==> config.mk <==
export PLATFORM = sky130hd
export DESIGN_NAME = lc3_mem_arb
export DESIGN_NICKNAME = d
export VERILOG_FILES = /design/src/rtl/lc3_mem_arb.sv
export SDC_FILE = /design/constraint.sdc
export NUM_CORES = 1
export LEC_CHECK = 0
export CAP_MARGIN = 20
export CORE_ASPECT_RATIO = 1.2
export CORE_MARGIN = 1.5
export CORE_UTILIZATION = 45
export CTS_CLUSTER_DIAMETER = 200
export DETAILED_ROUTE_END_ITERATION = 8
export HOLD_SLACK_MARGIN = 0.02
export PLACE_DENSITY = 0.85
export SYNTH_ARGS = -nofsm -noshare
export SYNTH_HDL_FRONTEND = slang
export SYNTH_SLANG_ARGS = --single-unit
==> constraint.sdc <==
create_clock -name clk -period 3.43 [get_ports clk]
set_input_delay 0.686 -clock clk [delete_from_list [all_inputs] [get_ports clk]]
set_output_delay 0.686 -clock clk [all_outputs]
set_load 0.02 [all_outputs]
==> src/rtl/lc3_mem_arb.sv <==
// Round-robin arbiter that serialises NUM_PORTS requesters onto one single-ported memory.
// Latency: grant on the IDLE sample, ack WAIT_STATES+2 cycles later; losers simply keep req high until served.
module lc3_mem_arb #(
    parameter int ADDRESS_WIDTH = 8,
    parameter int DATA_WIDTH    = 8,
    parameter int NUM_PORTS     = 2,
    parameter int WAIT_STATES   = 1
) (
    input  logic                               clk,
    input  logic                               rst,
    input  logic [NUM_PORTS-1:0]               req,
    input  logic [NUM_PORTS-1:0]               we,
    input  logic [NUM_PORTS*ADDRESS_WIDTH-1:0] addr,
    input  logic [NUM_PORTS*DATA_WIDTH-1:0]    wdata,
    output logic [NUM_PORTS-1:0]               ack,
    output logic [DATA_WIDTH-1:0]              rdata,
    output logic                               busy,
    output logic [ADDRESS_WIDTH-1:0]           mem_address,
    output logic [DATA_WIDTH-1:0]              mem_data_in,
    output logic                               mem_write,
    input  logic [DATA_WIDTH-1:0]              mem_data_out
);

    localparam int              GW      = (NUM_PORTS > 1) ? $clog2(NUM_PORTS) : 1;
    localparam logic [GW-1:0]   LP_LAST = GW'(NUM_PORTS - 1);
    localparam logic [GW:0]     LP_NP   = (GW + 1)'(NUM_PORTS);

    typedef enum logic [1:0] {
        IDLE,
        ACCESS,
        DONE
    } state_t;

    state_t                     r_state;
    state_t                     w_state_nxt;
    logic [GW-1:0]              r_last_grant;
    logic [GW-1:0]              r_grant;
    logic [3:0]                 r_cnt;
    logic                       r_we;
    logic [ADDRESS_WIDTH-1:0]   r_mem_address;
    logic [DATA_WIDTH-1:0]      r_mem_data_in;
    logic [DATA_WIDTH-1:0]      r_rdata;

    logic                       w_grant_en;
    logic                       w_any;
    logic [GW-1:0]              w_start;
    logic [NUM_PORTS-1:0]       w_rot;
    logic [GW-1:0]              w_off;
    logic [GW:0]                w_sum;
    logic [GW-1:0]              w_gnt;
    logic [ADDRESS_WIDTH-1:0]   w_sel_addr;
    logic [DATA_WIDTH-1:0]      w_sel_wdata;
    logic                       w_sel_we;

    // Rotate the request vector so the search always begins at last_grant+1,
    // pick the lowest set bit, then rotate the offset back into a channel index.
    always_comb begin
        w_any   = |req;
        w_start = (r_last_grant == LP_LAST) ? '0 : r_last_grant + GW'(1);
        w_rot   = NUM_PORTS'({req, req} >> w_start);
        w_off   = '0;
        for (int j = NUM_PORTS - 1; j >= 0; j--) begin
            if (w_rot[j]) begin
                w_off = GW'(j);
            end
        end
        w_sum = {1'b0, w_start} + {1'b0, w_off};
        w_gnt = (w_sum >= LP_NP) ? GW'(w_sum - LP_NP) : w_sum[GW-1:0];
    end

    always_comb begin
        w_sel_addr  = '0;
        w_sel_wdata = '0;
        w_sel_we    = 1'b0;
        for (int i = 0; i < NUM_PORTS; i++) begin
            if (w_gnt == GW'(i)) begin
                w_sel_addr  = addr[i*ADDRESS_WIDTH +: ADDRESS_WIDTH];
                w_sel_wdata = wdata[i*DATA_WIDTH +: DATA_WIDTH];
                w_sel_we    = we[i];
            end
        end
    end

    always_ff @(posedge clk) begin
        if (!rst) begin
            r_state <= IDLE;
        end else begin
            r_state <= w_state_nxt;
        end
    end

    always_comb begin
        w_state_nxt = r_state;
        w_grant_en  = 1'b0;
        busy        = 1'b0;
        mem_write   = 1'b0;
        ack         = '0;
        case (r_state)
            IDLE: begin
                if (w_any) begin
                    w_state_nxt = ACCESS;
                    w_grant_en  = 1'b1;
                end
            end
            ACCESS: begin
                busy      = 1'b1;
                mem_write = r_we && (r_cnt == '0);
                if (r_cnt == '0) begin
                    w_state_nxt = DONE;
                end
            end
            DONE: begin
                busy        = 1'b1;
                w_state_nxt = IDLE;
                for (int i = 0; i < NUM_PORTS; i++) begin
                    ack[i] = (r_grant == GW'(i));
                end
            end
            default: begin
                w_state_nxt = IDLE;
            end
        endcase
    end

    // Channel inputs are captured only at grant; the memory sees these registers for the whole access.
    always_ff @(posedge clk) begin
        if (!rst) begin
            r_last_grant  <= LP_LAST;
            r_grant       <= '0;
            r_cnt         <= '0;
            r_we          <= 1'b0;
            r_mem_address <= '0;
            r_mem_data_in <= '0;
            r_rdata       <= '0;
        end else if (w_grant_en) begin
            r_last_grant  <= w_gnt;
            r_grant       <= w_gnt;
            r_cnt         <= 4'(WAIT_STATES);
            r_we          <= w_sel_we;
            r_mem_address <= w_sel_addr;
            r_mem_data_in <= w_sel_wdata;
        end else if (r_state == ACCESS) begin
            if (r_cnt != '0) begin
                r_cnt <= r_cnt - 4'd1;
            end else if (!r_we) begin
                r_rdata <= mem_data_out;
            end
        end
    end

    assign mem_address = r_mem_address;
    assign mem_data_in = r_mem_data_in;
    assign rdata       = r_rdata;

endmodule

==> results of run 1 <==
## Yosys cell counts (all sizes together) (2+ instances only)
cell / n / area share [%]
a211oi: 2 / 0.89
nand2: 38 / 8.4
ha: 6 / 4.4
inv: 7 / 1.6
dfxtp: 33 / 39
and3: 2 / 0.74
nand3: 18 / 5.3
o21ai: 2 / 0.59
o211ai: 16 / 7.1
buf: 6 / 2.4
nor2: 2 / 0.44
and2: 3 / 1.1
nor2b: 2 / 0.74
mux2i: 10 / 5.9
clkbuf: 14 / 3.1
a21oi: 4 / 1.2
o2111ai: 16 / 8.3
## flip-flops by register name, indices dropped and copies added, names as in the netlist
| name | cells |
|---|---|
| mem_data_in | 8 |
| rdata | 8 |
| r_grant | 1 |
| r_last_grant | 1 |
| r_state | 2 |
| mem_address | 8 |
| r_cnt | 4 |
| r_we | 1 |
## power by group through the flow
stage / logic [mW] / registers (mW) / clock network (mW)
CTS: 0.450 / 0.482 / 0.299
floorplan: 0.234 / 0.522 / 0
finish: 0.444 / 0.482 / 0.292
detailed placement: 0.447 / 0.489 / 0
global route: 0.485 / 0.490 / 0.314
global placement: 0.438 / 0.490 / 0
## cell families after synthesis
| group | share of synthesized area (%) |
|---|---|
| fa+ha+maj | 5.103 |
| mux | 5.917 |
| simple gates | 19.97 |
| compound gates | 22.85 |
| flops | 39.05 |
| buf+inv | 7.100 |
## cell type report
type                       instances  area, um^2
multi-input combinational        136       910.9
timing repair buffer              76       753.2
inverter                           7       26.28
clock buffer                       7       86.33
sequential                        33       660.6
fill                             302        1117
tap                               39       48.80
## final timing paths
check | from | end | cells past startpoint
setup reg to reg | r_cnt[0] | rdata[3] | 5
hold reg to reg | rdata[0] | rdata[0] | 2
setup / recovery | r_cnt[0] | mem_write | 6
hold / removal | rdata[0] | rdata[0] | 2
## cell usage in the layout, fill, tap and decap left out, types with 2 or more instances in the layout
master,count
clkdlybuf4s50_1,73
nand2_1,38
dfxtp_1,33
nand3_1,18
o2111ai_1,16
o211ai_1,16
mux2i_1,10
inv_1,6
ha_1,6
clkbuf_8,6
a21oi_1,4
and2_1,3
buf_4,3
nor2b_1,2
and3_1,2
nor2_1,2
a211oi_1,2
## through the flow
step | worst slack, ns | total power, mW | instances
floorplan | 1.446 | 0.7565 | 196
global placement | 0.9021 | 0.9274 | 291
detailed placement | 0.8239 | 0.9361 | 291
CTS | 0.4895 | 1.231 | 298
global route | 0.4051 | 1.288 | 298
finish | 0.5134 | 1.218 | 298
## metal layers
layer  wire (um)  up-vias  part of all wire (%)
met3         335        6                   7.9
met4          58        0                   1.4
met1        1730      786                    41
li1            -      842                     -
met5           0        -                     0
met2        2117       59                    50
## worst register-to-register path: stages, from the launching register on
cell and delay [ns]:
dfxtp_1 0.31, inv_1 0.11, ha_1 0.15, or3b_1 0.51
nor4b_4 0.64, mux2i_1 0.26
==> metrics.csv, run 1 <==
metric,value,unit
status,"complete, no violations",
Synth Register Bits,33,
Internal,0.8067,mW
Clock Pin Slew Worst Setup and Hold Paths,0.06,ns
crit end category,primary output,
Overall Global Routing Usage,22.69,%
Sw Pwr,0.4114,mW
busiest metal layer after global routing,met2,
Ys Warns,0,
Achievable Freq,342.9,MHz
max-cap violations,0,
Total Wirelength,4241,um
# clock sinks,33,
number of antenna diodes,0,
Worst-Margin Slew,0.7314,ns
IO buf count,73,
largest net degree at the start of global routing,34,
CP dominant cell by count,inv_1,
class of the worst hold path,reg2reg,
Max stage delay on crit path,0.61,ns
fin nets,311,
Post-synth EDFFs,0,
Syn Std Cell Area,1692,um^2
Starting Density,46.94,%
Startpoint Class,flip-flop,
synthesized netlist cell count,196,
Final Core Density,68.99,%
Antenna Violating Nets Remaining,0,
leakage,0.8817,nW
hold buffers post-CTS,0,
Tcrit/Tclk final,85.03,%
Die Y,70.17,um
post-layout instance area,2486,um^2
sequential element share of the synthesized area,39.05,%
placed inst area,2400,um^2
dpl hpwl,3022,um
vias in the first global route,1682,
Peak VDD IR,0.2886,mV
initial antenna violation count,0,
worst-path maximum fanout,10,
Power Dens Cells,490.0,nW/um^2
Comb pwr share,36.4,%
Sequential Power Share,39.6,%
Area Growth Syn to Fin,46.97,%
Die ar.,4138,um^2
Final Hold Viols,0,
std cell rows,24,
CP Buf/Inv Count,3,
CTS Buffer Depth,2,
met3 GRT Util,7.778,%
Post-synth ARST share,0,%
CTS root buffer,clkbuf_8,
worst path arrival time,2.23,ns
H-tree levels,2,
GP Congestion,0.6914,
layout cells sized above 1,5.405,%
core box area,3603,um^2
r2r setup slk,1.38,ns
vias per inst,5.681,
Net Sw Frac,33.78,%
CP Class,reg2out,
met1 Use GR,24.68,%
cts repair resizes,0,
required time of the critical path,2.74,ns
io pins,74,
# setup viols final,0,
Final Slew Violations,0,
CTS tree,yes,
postcts setup bufs,0,
detailed-route via count,1693,
Hold WS,0.4587,ns
CTS Buf Count,5,
"Primary FF master, synth",dfxtp_1,
crit path max-delay cell type,clkdlybuf4s50_1,
Synth Area per Inst,8.631,um^2
global-route wire length before repair,7362,um
CP cell instances,inv_1 -> ha_1 -> or3b_1 -> inv_1 -> and3_1 -> clkdlybuf4s50_1,
setup TNS,0,ns
Layout Skew,0.006005,ns
die width,58.97,um
post-layout minimum cycle time,2.917,ns
clock latency on the worst-skew pair,0.28,ns
RSZ-0062 raised after global routing,false,
Clk network pwr share,24.0,%
drc violations,0,
Overflow after GRT,0,
Synth cell types,36,
largest delay contributor family on the critical path,buffers and inverters,
WL per Instance,14.23,um
Iteration-0 DRC Markers,37,
Worst slew margin,51.17,%
GRT met2 Usage,39.38,%
Pre-antenna DRT Iters,4,
syn_nets,248,
Note: power is estimated with default switching activity, not from simulation.
==> inputs of run 2 (changes only) <==
--- a/config.mk
+++ b/config.mk
@@ -5,7 +5,6 @@
 export SDC_FILE = /design/constraint.sdc
 export NUM_CORES = 1
 export LEC_CHECK = 0
-export CAP_MARGIN = 20
 export CORE_ASPECT_RATIO = 1.2
 export CORE_MARGIN = 1.5
 export CORE_UTILIZATION = 45
==> results of run 2 <==
The final DEF is identical to that of run 1; final timing and power are the same.
==> inputs of run 3 (changes only) <==
--- a/config.mk
+++ b/config.mk
@@ -5,13 +5,14 @@
 export SDC_FILE = /design/constraint.sdc
 export NUM_CORES = 1
 export LEC_CHECK = 0
+export ABC_AREA = 1
 export CORE_ASPECT_RATIO = 1.2
 export CORE_MARGIN = 1.5
-export CORE_UTILIZATION = 45
+export CORE_UTILIZATION = 46
 export CTS_CLUSTER_DIAMETER = 200
 export DETAILED_ROUTE_END_ITERATION = 8
 export HOLD_SLACK_MARGIN = 0.02
-export PLACE_DENSITY = 0.85
+export PLACE_DENSITY = 0.84
 export SYNTH_ARGS = -nofsm -noshare
 export SYNTH_HDL_FRONTEND = slang
 export SYNTH_SLANG_ARGS = --single-unit
==> constraint.sdc (replaced) <==
create_clock -name clk -period 3.43 [get_ports clk]
set_input_delay 0.686 -clock clk [delete_from_list [all_inputs] [get_ports clk]]
set_output_delay 0.686 -clock clk [all_outputs]
set_load 0.01 [all_outputs]
==> metrics.csv, run 3 <==
metric,value,unit,change
Synth Register Bits,33,,unchanged
number of antenna diodes,0,,unchanged
RSZ-0062 raised after global routing,false,,
Area Growth Syn to Fin,44.73,%,
Achievable Freq,378.5,MHz,+10%
Total Wirelength,4253,um,+0.28%
hold buffers post-CTS,0,,unchanged
GP Congestion,0.8022,,+16%
clock latency on the worst-skew pair,0.28,ns,about the same
global-route wire length before repair,7044,um,-4.3%
Pre-antenna DRT Iters,4,,unchanged
Die ar.,4391,um^2,+6.1%
"Primary FF master, synth",dfxtp_1,,
Max stage delay on crit path,0.55,ns,-0.06 ns
CTS root buffer,clkbuf_8,,
die width,60.75,um,+3.0%
status,"complete, no violations",,
Post-synth EDFFs,0,,unchanged
Synth Area per Inst,7.052,um^2,-18%
Synth top area share,35.89,%,-3.2 points
Starting Density,47.45,%,+0.51 points
synthesized netlist cell count,261,,+33%
Post-synth ARST share,0,%,unchanged
Syn Std Cell Area,1841,um^2,+8.8%
# clock sinks,33,,unchanged
crit end category,primary output,,
syn_nets,313,,+26%
Tcrit/Tclk final,77.02,%,-8.0 points
leakage,1.144,nW,+30%
worst-path maximum fanout,10,,unchanged
"most common cell after layout, fill and taps aside",clkdlybuf4s50_1,,
Layout Skew,0.003632,ns,-0.002373 ns
std cell rows,25,,+4.2%
placed cells,379,,+30%
CP dominant cell by count,nand2_1,,
Final Slew Violations,0,,unchanged
Synth area leaders,"dfxtp_1, nand2_1, inv_1",,
core box area,3879,um^2,+7.6%
postcts setup bufs,0,,unchanged
Overflow after GRT,0,,unchanged
IO buf count,73,,unchanged
Power Dens Cells,517.5,nW/um^2,+5.6%
Iteration-0 DRC Markers,76,,+110%
CP Class,reg2out,,
CTS tree,yes,,
CP cell instances,inv_1 -> ha_1 -> nand2_1 -> nor2_4 -> nand2_1 -> nor2_1 -> clkdlybuf4s50_1,,
detailed-route via count,1871,,+11%
crit path max-delay cell type,clkdlybuf4s50_1,,
CTS Buf Count,5,,unchanged
worst path arrival time,1.96,ns,-0.27 ns
# setup viols final,0,,unchanged
io pins,74,,unchanged
cts repair resizes,0,,unchanged
setup TNS,0,ns,unchanged
Antenna Violating Nets Remaining,0,,unchanged
post-layout minimum cycle time,2.642,ns,-0.2748 ns
vias per inst,4.847,,-15%
max-cap violations,0,,unchanged
cell taking the most area after synthesis,dfxtp_1,,
layout cells sized above 1,6.325,%,+0.92 points
"count leader, synth",nand2_1,,
Hold WS,0.4720,ns,+0.01329 ns
sequential element share of the synthesized area,35.89,%,-3.2 points
Setup WS pre-CTS,1.029,ns,+0.2054 ns
class of the worst hold path,reg2reg,,
final worst setup slack,0.7882,ns,+0.2748 ns
dpl hpwl,3114,um,+3.0%
Worst slew margin,64.61,%,+13 points
Ys Warns,0,,unchanged
required time of the critical path,2.74,ns,about the same
H-tree levels,2,,unchanged
CTS Buffer Depth,2,,unchanged
Clock Pin Slew Worst Setup and Hold Paths,0.06,ns,about the same
Final Hold Viols,0,,unchanged
WL per Instance,11.02,um,-23%
Worst-Margin Slew,0.5289,ns,-0.2025 ns
Startpoint Class,flip-flop,,
Peak VDD IR,0.3652,mV,+27%
Synth top cells by count,"nand2_1, inv_1, dfxtp_1",,
Die Y,72.29,um,+3.0%
vias in the first global route,1771,,+5.3%
Synth cell types,24,,-33%
initial antenna violation count,0,,unchanged
drc violations,0,,unchanged
Overall Global Routing Usage,21.07,%,-1.6 points
most frequent cells in the layout,"clkdlybuf4s50_1, nand2_1, inv_1",,
final std cells w/o fill,386,,+30%
fin nets,384,,+23%
largest net degree at the start of global routing,33,,-2.9%
[run 3: changes by cell type after synthesis, sizes merged, moves of 7 or more]
cell | previous run | this run
clkbuf | 14 | 0
a21oi | 4 | 22
o21ai | 2 | 18
buf | 6 | 13
o2111ai | 16 | 0
o211ai | 16 | 1
nor2 | 2 | 19
nand3b | 1 | 16
nand2 | 38 | 61
nand4 | 0 | 8
inv | 7 | 41
mux2i | 10 | 0
[run 3: layout make-up]
| type | count | area (um^2) |
|---|---|---|
| Tap cell | 54 | 67.56 |
| Inverter | 41 | 153.9 |
| Timing Repair Buffer | 77 | 760.7 |
| Clock buffer | 7 | 86.33 |
| Sequential cell | 33 | 660.6 |
| Multi-Input combinational cell | 174 | 934.6 |
| Fill cell | 347 | 1215 |
[run 3: power by group]
| group | internal, mW | switching (mW) | total [mW] |
|---|---|---|---|
| clock network | 0.159 | 0.132 | 0.291 |
| registers | 0.460 | 0.0464 | 0.507 |
| logic | 0.278 | 0.303 | 0.581 |
| total | 0.897 | 0.481 | 1.38 |
[run 3: logic make-up after synthesis]
family,count (synthesis),synth area share (%)
compound gates,41,12.10
xor+xnor,1,0.4760
simple gates,126,34.13
buf+inv,54,13.32
flops,33,35.89
fa+ha+maj,6,4.079
[run 3: final timing paths]
kind,startpoint,endpoint,slack [ns],depth (start not counted)
worst min-delay path,mem_data_in[5],mem_data_in[5],0.47,2
worst min register to register,mem_data_in[5],mem_data_in[5],0.47,2
worst max register to register,r_state[0],rdata[4],1.79,8
worst max-delay path,r_cnt[0],mem_write,0.79,7
[run 3: worst max-delay path, delay by kind of cell, from the launching register on]
| kind | cells | cell delay, ns |
|---|---|---|
| buf+inv | 2 | 0.69 |
| simple gates | 4 | 0.50 |
| flops | 1 | 0.30 |
| fa+ha+maj | 1 | 0.19 |
[run 3: layer usage]
layer / share of wire (%) / wire (um) / GRT usage [%]
met5: 0 / 0 / 0
met3: 8.2 / 348 / 7.843
met2: 50 / 2115 / 37.87
met1: 41 / 1731 / 21.97
met4: 1.3 / 57 / 7.005
[run 3: metrics by stage]
step,area [um^2],utilization (%),power (mW)
after global placement,2577,66.45,1.086
after detailed placement,2577,66.45,1.100
after floorplan,1841,-,0.8827
final,2664,68.68,1.378
after global routing,2664,68.68,1.479
after CTS,2664,68.68,1.394
